$ cat config.mk
export PLATFORM = sky130hd
export DESIGN_NAME = max1_mem_ctrl_flat
export DESIGN_NICKNAME = d
export VERILOG_FILES = /design/src/rtl/max1_mem_ctrl_pkg.sv /design/src/rtl/max1_mem_ctrl_if.sv /design/src/rtl/max1_mem_ctrl_addr_counter.sv /design/src/rtl/max1_mem_ctrl.sv /design/src/flat_wrapper.sv
export SDC_FILE = /design/constraint.sdc
export NUM_CORES = 1
export LEC_CHECK = 0
export CAP_MARGIN = 20
export CORE_ASPECT_RATIO = 0.5
export CORE_MARGIN = 2
export CORE_UTILIZATION = 49
export CTS_CLUSTER_SIZE = 10
export DETAILED_ROUTE_END_ITERATION = 12
export PLACE_DENSITY = 0.86
export SLEW_MARGIN = 20
export SYNTH_ARGS = -nofsm -noshare
export SYNTH_HDL_FRONTEND = slang
export SYNTH_HIERARCHICAL = 1
export SYNTH_SLANG_ARGS = --single-unit
$ cat constraint.sdc
create_clock -name clk -period 2.55 [get_ports clk]
set_input_delay 0.765 -clock clk [delete_from_list [all_inputs] [get_ports clk]]
set_output_delay 0.765 -clock clk [all_outputs]
set_load 0.01 [all_outputs]
$ cat src/rtl/max1_mem_ctrl_pkg.sv
// Shared definitions for the max-pool 1 result-memory controller:
// FSM state encoding, default geometry and the derived memory depth.
package max1_mem_ctrl_pkg;

    typedef enum logic [2:0] {
        ST_IDLE  = 3'd0,
        ST_FILL  = 3'd1,
        ST_FULL  = 3'd2,
        ST_DRAIN = 3'd3,
        ST_DONE  = 3'd4
    } state_t;

    localparam int N_PIX_DEF  = 169;  // 13x13 pixels per channel
    localparam int N_CH_DEF   = 3;    // channels written per beat
    localparam int ADDR_W_DEF = 10;

    // Total result-memory entries for a given geometry.
    function automatic int mem_depth(input int n_pix, input int n_ch);
        return n_pix * n_ch;
    endfunction

    localparam int MEM_DEPTH = N_PIX_DEF * N_CH_DEF;

endpackage

$ cat src/rtl/max1_mem_ctrl_if.sv
// Bus between the max-pool 1 producer / next-layer consumer (master side)
// and the result-memory controller (slave side).
interface max1_mem_ctrl_if
    import max1_mem_ctrl_pkg::*;
#(
    parameter int ADDR_W = ADDR_W_DEF
);
    logic              start;
    logic              pool_valid;
    logic              rd_start;
    logic              rd_ready;
    logic              wen;
    logic [ADDR_W-1:0] wadd1;
    logic [ADDR_W-1:0] wadd2;
    logic [ADDR_W-1:0] wadd3;
    logic              ren;
    logic [ADDR_W-1:0] radd;
    logic              rd_valid;
    logic              full;
    logic              busy;
    logic              done;

    modport master (
        output start, pool_valid, rd_start, rd_ready,
        input  wen, wadd1, wadd2, wadd3, ren, radd, rd_valid, full, busy, done
    );

    modport slave (
        input  start, pool_valid, rd_start, rd_ready,
        output wen, wadd1, wadd2, wadd3, ren, radd, rd_valid, full, busy, done
    );
endinterface

$ cat src/rtl/max1_mem_ctrl_addr_counter.sv
// Loadable up-counter with enable and a terminal-count flag; used for both
// the fill pixel index and the drain read address.
module addr_counter #(
    parameter int             W    = 10,
    parameter logic [W-1:0]   LAST = '0
) (
    input  logic         clk,
    input  logic         rst_n,
    input  logic         load,
    input  logic [W-1:0] load_val,
    input  logic         en,
    output logic [W-1:0] q,
    output logic         tc
);

    // Count register: load has priority over increment.
    always_ff @(posedge clk or negedge rst_n) begin
        // NOTE: sequential state uses non-blocking assignments so every
        // register samples pre-edge values regardless of block ordering.
        if (!rst_n) begin
            q <= '0;
        end else if (load) begin
            q <= load_val;
        end else if (en) begin
            q <= q + W'(1);
        end
    end

    assign tc = (q == LAST);

endmodule

$ cat src/rtl/max1_mem_ctrl.sv
// Result-memory controller behind max-pool 1: fills N_PIX three-channel
// results into a flat memory, then drains it in address order to the
// next layer with back-pressure from rd_ready.
module max1_mem_ctrl
    import max1_mem_ctrl_pkg::*;
#(
    parameter int N_PIX  = N_PIX_DEF,
    parameter int N_CH   = N_CH_DEF,
    parameter int ADDR_W = ADDR_W_DEF
) (
    input  logic           clk,
    input  logic           rst_n,
    max1_mem_ctrl_if.slave bus
);

    localparam int                DEPTH     = mem_depth(N_PIX, N_CH);
    localparam logic [ADDR_W-1:0] PIX_LAST  = ADDR_W'(N_PIX - 1);
    localparam logic [ADDR_W-1:0] RADD_LAST = ADDR_W'(DEPTH - 1);
    localparam logic [ADDR_W-1:0] CH1_BASE  = ADDR_W'(N_PIX);
    localparam logic [ADDR_W-1:0] CH2_BASE  = ADDR_W'(2 * N_PIX);

    if (DEPTH > (1 << ADDR_W)) begin : g_bad_depth
        $error("max1_mem_ctrl: N_PIX*N_CH does not fit in ADDR_W address bits");
    end
    if (N_CH != 3) begin : g_bad_nch
        $error("max1_mem_ctrl: exactly three write channels are supported");
    end

    state_t            state_q, state_d;
    logic              pix_load, pix_en, pix_tc;
    logic              radd_load, radd_en, radd_tc;
    logic [ADDR_W-1:0] pix;
    logic [ADDR_W-1:0] radd;

    addr_counter #(.W(ADDR_W), .LAST(PIX_LAST)) u_pix_cnt (
        .clk      (clk),
        .rst_n    (rst_n),
        .load     (pix_load),
        .load_val ('0),
        .en       (pix_en),
        .q        (pix),
        .tc       (pix_tc)
    );

    addr_counter #(.W(ADDR_W), .LAST(RADD_LAST)) u_radd_cnt (
        .clk      (clk),
        .rst_n    (rst_n),
        .load     (radd_load),
        .load_val ('0),
        .en       (radd_en),
        .q        (radd),
        .tc       (radd_tc)
    );

    // Channel planes sit back to back; the last pixel never advances the
    // counter, so the top plane stops at DEPTH-1.
    assign bus.wadd1 = pix;
    assign bus.wadd2 = pix + CH1_BASE;
    assign bus.wadd3 = pix + CH2_BASE;
    assign bus.radd  = radd;

    // Next-state, counter control and combinational write/read strobes.
    always_comb begin
        // NOTE: every output of this block gets a default first so no path
        // leaves it unassigned, which would infer a latch.
        state_d   = state_q;
        bus.wen   = 1'b0;
        bus.ren   = 1'b0;
        pix_load  = 1'b0;
        pix_en    = 1'b0;
        radd_load = 1'b0;
        radd_en   = 1'b0;
        unique case (state_q)
            ST_IDLE: begin
                if (bus.start) begin
                    state_d  = ST_FILL;
                    pix_load = 1'b1;
                end
            end
            ST_FILL: begin
                bus.wen = bus.pool_valid;
                if (bus.pool_valid) begin
                    if (pix_tc) state_d = ST_FULL;
                    else        pix_en  = 1'b1;
                end
            end
            ST_FULL: begin
                if (bus.rd_start) begin
                    state_d   = ST_DRAIN;
                    radd_load = 1'b1;
                end
            end
            ST_DRAIN: begin
                bus.ren = bus.rd_ready;
                if (bus.rd_ready) begin
                    if (radd_tc) state_d = ST_DONE;
                    else         radd_en = 1'b1;
                end
            end
            ST_DONE: state_d = ST_IDLE;
            default: state_d = ST_IDLE;
        endcase
    end

    // State register plus status flags registered from the next state.
    always_ff @(posedge clk or negedge rst_n) begin
        if (!rst_n) begin
            state_q      <= ST_IDLE;
            bus.rd_valid <= 1'b0;
            bus.full     <= 1'b0;
            bus.busy     <= 1'b0;
            bus.done     <= 1'b0;
        end else begin
            state_q      <= state_d;
            bus.rd_valid <= bus.ren;
            bus.full     <= (state_d == ST_FULL);
            bus.busy     <= (state_d != ST_IDLE);
            bus.done     <= (state_d == ST_DONE);
        end
    end

endmodule
$ cat src/flat_wrapper.sv
// flat-port wrapper written by rule: the top's interface ports become plain ports
module max1_mem_ctrl_flat import max1_mem_ctrl_pkg::*;
#(
    parameter int N_PIX  = N_PIX_DEF,
    parameter int N_CH   = N_CH_DEF,
    parameter int ADDR_W = ADDR_W_DEF
)
  (clk, rst_n, bus_start, bus_pool_valid, bus_rd_start, bus_rd_ready, bus_wen, bus_wadd1, bus_wadd2, bus_wadd3, bus_ren, bus_radd, bus_rd_valid, bus_full, bus_busy, bus_done);
  max1_mem_ctrl_if #(.ADDR_W(ADDR_W)) bus_i ();
  input  logic clk;
  input  logic rst_n;
  input wire logic [$bits(bus_i.start)-1:0] bus_start;
  input wire logic [$bits(bus_i.pool_valid)-1:0] bus_pool_valid;
  input wire logic [$bits(bus_i.rd_start)-1:0] bus_rd_start;
  input wire logic [$bits(bus_i.rd_ready)-1:0] bus_rd_ready;
  output wire logic [$bits(bus_i.wen)-1:0] bus_wen;
  output wire logic [$bits(bus_i.wadd1)-1:0] bus_wadd1;
  output wire logic [$bits(bus_i.wadd2)-1:0] bus_wadd2;
  output wire logic [$bits(bus_i.wadd3)-1:0] bus_wadd3;
  output wire logic [$bits(bus_i.ren)-1:0] bus_ren;
  output wire logic [$bits(bus_i.radd)-1:0] bus_radd;
  output wire logic [$bits(bus_i.rd_valid)-1:0] bus_rd_valid;
  output wire logic [$bits(bus_i.full)-1:0] bus_full;
  output wire logic [$bits(bus_i.busy)-1:0] bus_busy;
  output wire logic [$bits(bus_i.done)-1:0] bus_done;
  assign bus_i.start = bus_start;
  assign bus_i.pool_valid = bus_pool_valid;
  assign bus_i.rd_start = bus_rd_start;
  assign bus_i.rd_ready = bus_rd_ready;
  assign bus_wen = bus_i.wen;
  assign bus_wadd1 = bus_i.wadd1;
  assign bus_wadd2 = bus_i.wadd2;
  assign bus_wadd3 = bus_i.wadd3;
  assign bus_ren = bus_i.ren;
  assign bus_radd = bus_i.radd;
  assign bus_rd_valid = bus_i.rd_valid;
  assign bus_full = bus_i.full;
  assign bus_busy = bus_i.busy;
  assign bus_done = bus_i.done;
  max1_mem_ctrl #(.N_PIX(N_PIX), .N_CH(N_CH), .ADDR_W(ADDR_W)) u_core (.clk(clk), .rst_n(rst_n), .bus(bus_i));
endmodule
==> impl_results.md <==
- Fin util: 73.3%
- Asr flop ratio synth: 100%
- Most frequent CP cell: buf_4
- Reg clk slew, reported paths: 0.09 ns
- Port Buffers: 51
- Post-route antenna net violation count: 0
- Seq/Total Area, Yosys: 35.2%
- Dpl hpwl: 3700 um
- Final Critical Period: 2.51 ns
- RR Startpoint: u_core/u_pix_cnt/q[1]
- Top delay family on crit path: buffers and inverters
- GR Util All Layers: 23.2%
- Filler instances: 284
- Clock sink count: 27
- Initial antenna violation count: 0
- Die area: 0.00447 mm2
- CP startpoint: u_core/u_pix_cnt/q[1]
- Die width: 92.6 um
- CP Cell Sequence: buf_4 > ha_2 > a21oi_2 > buf_4 > o21ai_0 > xor2_1 > buf_2
- CTS root buffer: clkbuf_8
- Outcome: completed
- Crit. End Element: primary output
- Period utilization: 98.3%
- Number of global-route vias before repair: 1844
- Fmax: 399 MHz
- Ports: 52
- Min-Delay Endpoint: u_core/state_q[1]
- HP Start: u_core/state_q[2]
- P per Cell Area: 933 mW/mm2
- Max stage delay cell, worst path: dfrtp_1
- Mean post-synth cell area: 8.58 um2
- Crit-path max cell delay: 0.43 ns
- H-tree depth: 1
- Worst skew pair latency: 0.27 ns
- Synth unique cells: 46
- Worst path required time: 1.79 ns
- CTS tree: yes
- GRT overflow: 0
- Hold path cells: 1
- Crit Path Class: register to primary output
- Pre-antenna DRT Iters: 5
- CTS Buffer Depth: 2
- Share of layout cells above drive strength 1: 20.6%
- Top FF cell, synth: dfrtp_1
- Detailed-route via count: 1951
- Post-Syn Instances: 224
- Die H: 48.3 um
- Post-Syn Area: 0.00192 mm2
- Crit path arrival time: 1.74 ns
- Drt wl/cell: 13.5 um
- First-pass GRT wire length: 8090 um
- CP max FO: 3
- DRC viols: 0
- Setup slack, reg-to-reg: 0.12 ns
- Nature of the critical path startpoint: register
- Core area: 0.00382 mm2
- Starting Density: 50.3%
- Cts hold-fix bufs: 0
- Buf/Inv on CP: 3
- Placement Rows: 16
- Initial DRC count: 84
- Final hold viol count: 0
- EDFF count, synth: 0
- Final nets: 333
- Reg-to-reg critical path endpoint: u_core/u_pix_cnt/q[2]
- Worst r2r path cells: 13
- Endpoints failing setup: 0
- Final Skew: 0.00394 ns
- Final WL: 5040 um
- Area growth syn-to-layout: 45.8%
- CTS buffer count: 3
- Peak supply drop: 493 uV
- Count of final max-slew check failures: 0
- Worst hold path class: register to register
- Via-to-Cell Ratio: 5.22
- YS warnings: 6
- Lkg Pwr: 0.00122 uW
- Flops & latches, synth: 27
- Largest net degree at the start of global routing: 28
- Max Cap Viol: 0
- Final GP Congestion: 0.809
- Ant. Diodes: 0
- Unrepaired setup endpoints after global routing: yes
- Final hold slack: 0.593 ns
synthesized netlist by cell type, types with 2 or more instances:
library cell | instances | share of area [%]
dfrtp_1 | 27 | 35
inv_1 | 11 | 2.1
nor3_1 | 4 | 1.0
nor2b_1 | 10 | 3.3
nand2_1 | 29 | 5.7
o21ai_0 | 18 | 4.7
nor2_1 | 5 | 0.98
nand3_1 | 17 | 4.4
a211oi_1 | 2 | 0.78
nand4_2 | 2 | 1.3
buf_4 | 5 | 2.0
or4_1 | 9 | 3.5
a21oi_1 | 6 | 1.6
xor2_1 | 11 | 5.0
o211ai_1 | 4 | 1.6
nand4_1 | 8 | 2.6
nor3b_1 | 4 | 1.6
a221oi_1 | 2 | 0.91
clkbuf_1 | 2 | 0.39
ha_1 | 6 | 3.9
xnor2_1 | 11 | 5.0
buf_2 | 5 | 1.3
and2_1 | 3 | 0.98
state kept, by name (all words and copies together), names as in the netlist:
| signal | count |
|---|---|
| u_core/bus.full | 1 |
| u_core/bus.done | 1 |
| u_core/state_q | 3 |
| u_core/bus.rd_valid | 1 |
| u_core/bus.busy | 1 |
| u_core/u_radd_cnt/q | 10 |
| u_core/u_pix_cnt/q | 10 |
final cells by class:
cell class / instances / area, um2 / share of cell area [%]
multi-input combinational: 190 / 1220 / 43.4
tap: 54 / 67.6 / 2.41
inverter: 12 / 45.0 / 1.61
sequential: 27 / 678 / 24.2
clock buffer: 4 / 45.0 / 1.61
timing repair buffer: 87 / 749 / 26.7
worst max-delay path by stage:
stage | to | slack, ns | cells after the start
2_1_floorplan | u_core/u_radd_cnt/q[8] | 0.19 | 9
3_5_place_dp | bus_wen | -0.35 | 4
4_1_cts | bus_wadd2[6] | -0.08 | 7
5_1_grt | bus_wadd2[6] | -0.03 | 7
3_3_place_gp | bus_wen | -0.28 | 4
6_report | bus_wadd2[6] | 0.04 | 7
power by group:
part	switching, uW	internal [uW]
logic	832	920
registers	120	501
clock network	131	112
total	1080	1530
per-stage QoR:
step	cells	total power, uW	TNS, ns	cell area [um2]	setup slack [ns]
after floorplan	243	1490	0	1990	0.189
after global placement	366	2370	-0.773	2730	-0.282
after detailed placement	366	2440	-1.98	2730	-0.349
after CTS	373	2630	-0.137	2800	-0.0757
after global routing	374	2800	-0.0883	2800	-0.0307
final	374	2620	0	2800	0.0432
cell families after synthesis:
| kind of cell | share of synthesized area (%) |
|---|---|
| other | 0.195 |
| and+or+nand+nor | 28.9 |
| muxes | 1.11 |
| xor gates and xnor gates | 10.0 |
| DFF | 35.2 |
| buffers and inverters | 6.84 |
| AOI/OAI and AO/OA | 13.9 |
| adders and majority gates | 3.91 |
routing by layer:
| metal | wire, um | part of all wire, % | vias to the layer above | global-route usage (%) |
|---|---|---|---|---|
| met5 | 0 | 0 | - | 0 |
| met4 | 53 | 1.1 | 0 | 6.57 |
| met3 | 205 | 4.1 | 8 | 3.86 |
| met2 | 2680 | 53 | 54 | 49.5 |
| met1 | 2110 | 42 | 921 | 25.5 |
| li1 | - | - | 968 | - |
timing repair:
item / 4_1_cts / 5_1_grt
endpoints found under the hold margin: 0 / 0
resized for setup: 28 / 13
pin swaps: 2 / 4
setup endpoints to repair: 14 / 15
buffers inserted: 3 / 1
layout by cell type (no fill, tap or decap), types with 3 or more instances in the layout:
master,Yosys,final
o21ai_0,18,18
clkbuf_2,1,4
nor2_1,5,5
clkbuf_8,0,3
dfrtp_1,27,25
buf_4,5,35
xor2_1,11,11
conb_1,1,20
clkdlybuf4s50_1,0,35
ha_1,6,4
dlygate4sd2_1,0,8
a21oi_1,6,4
or4_1,9,9
nor3_1,4,4
nand3_1,17,17
nor3b_1,4,3
nor2b_1,10,8
nand2_1,29,29
o211ai_1,4,4
xnor2_1,11,11
nand4_1,8,8
inv_1,11,11
Power figures use the tool's default switching activity.
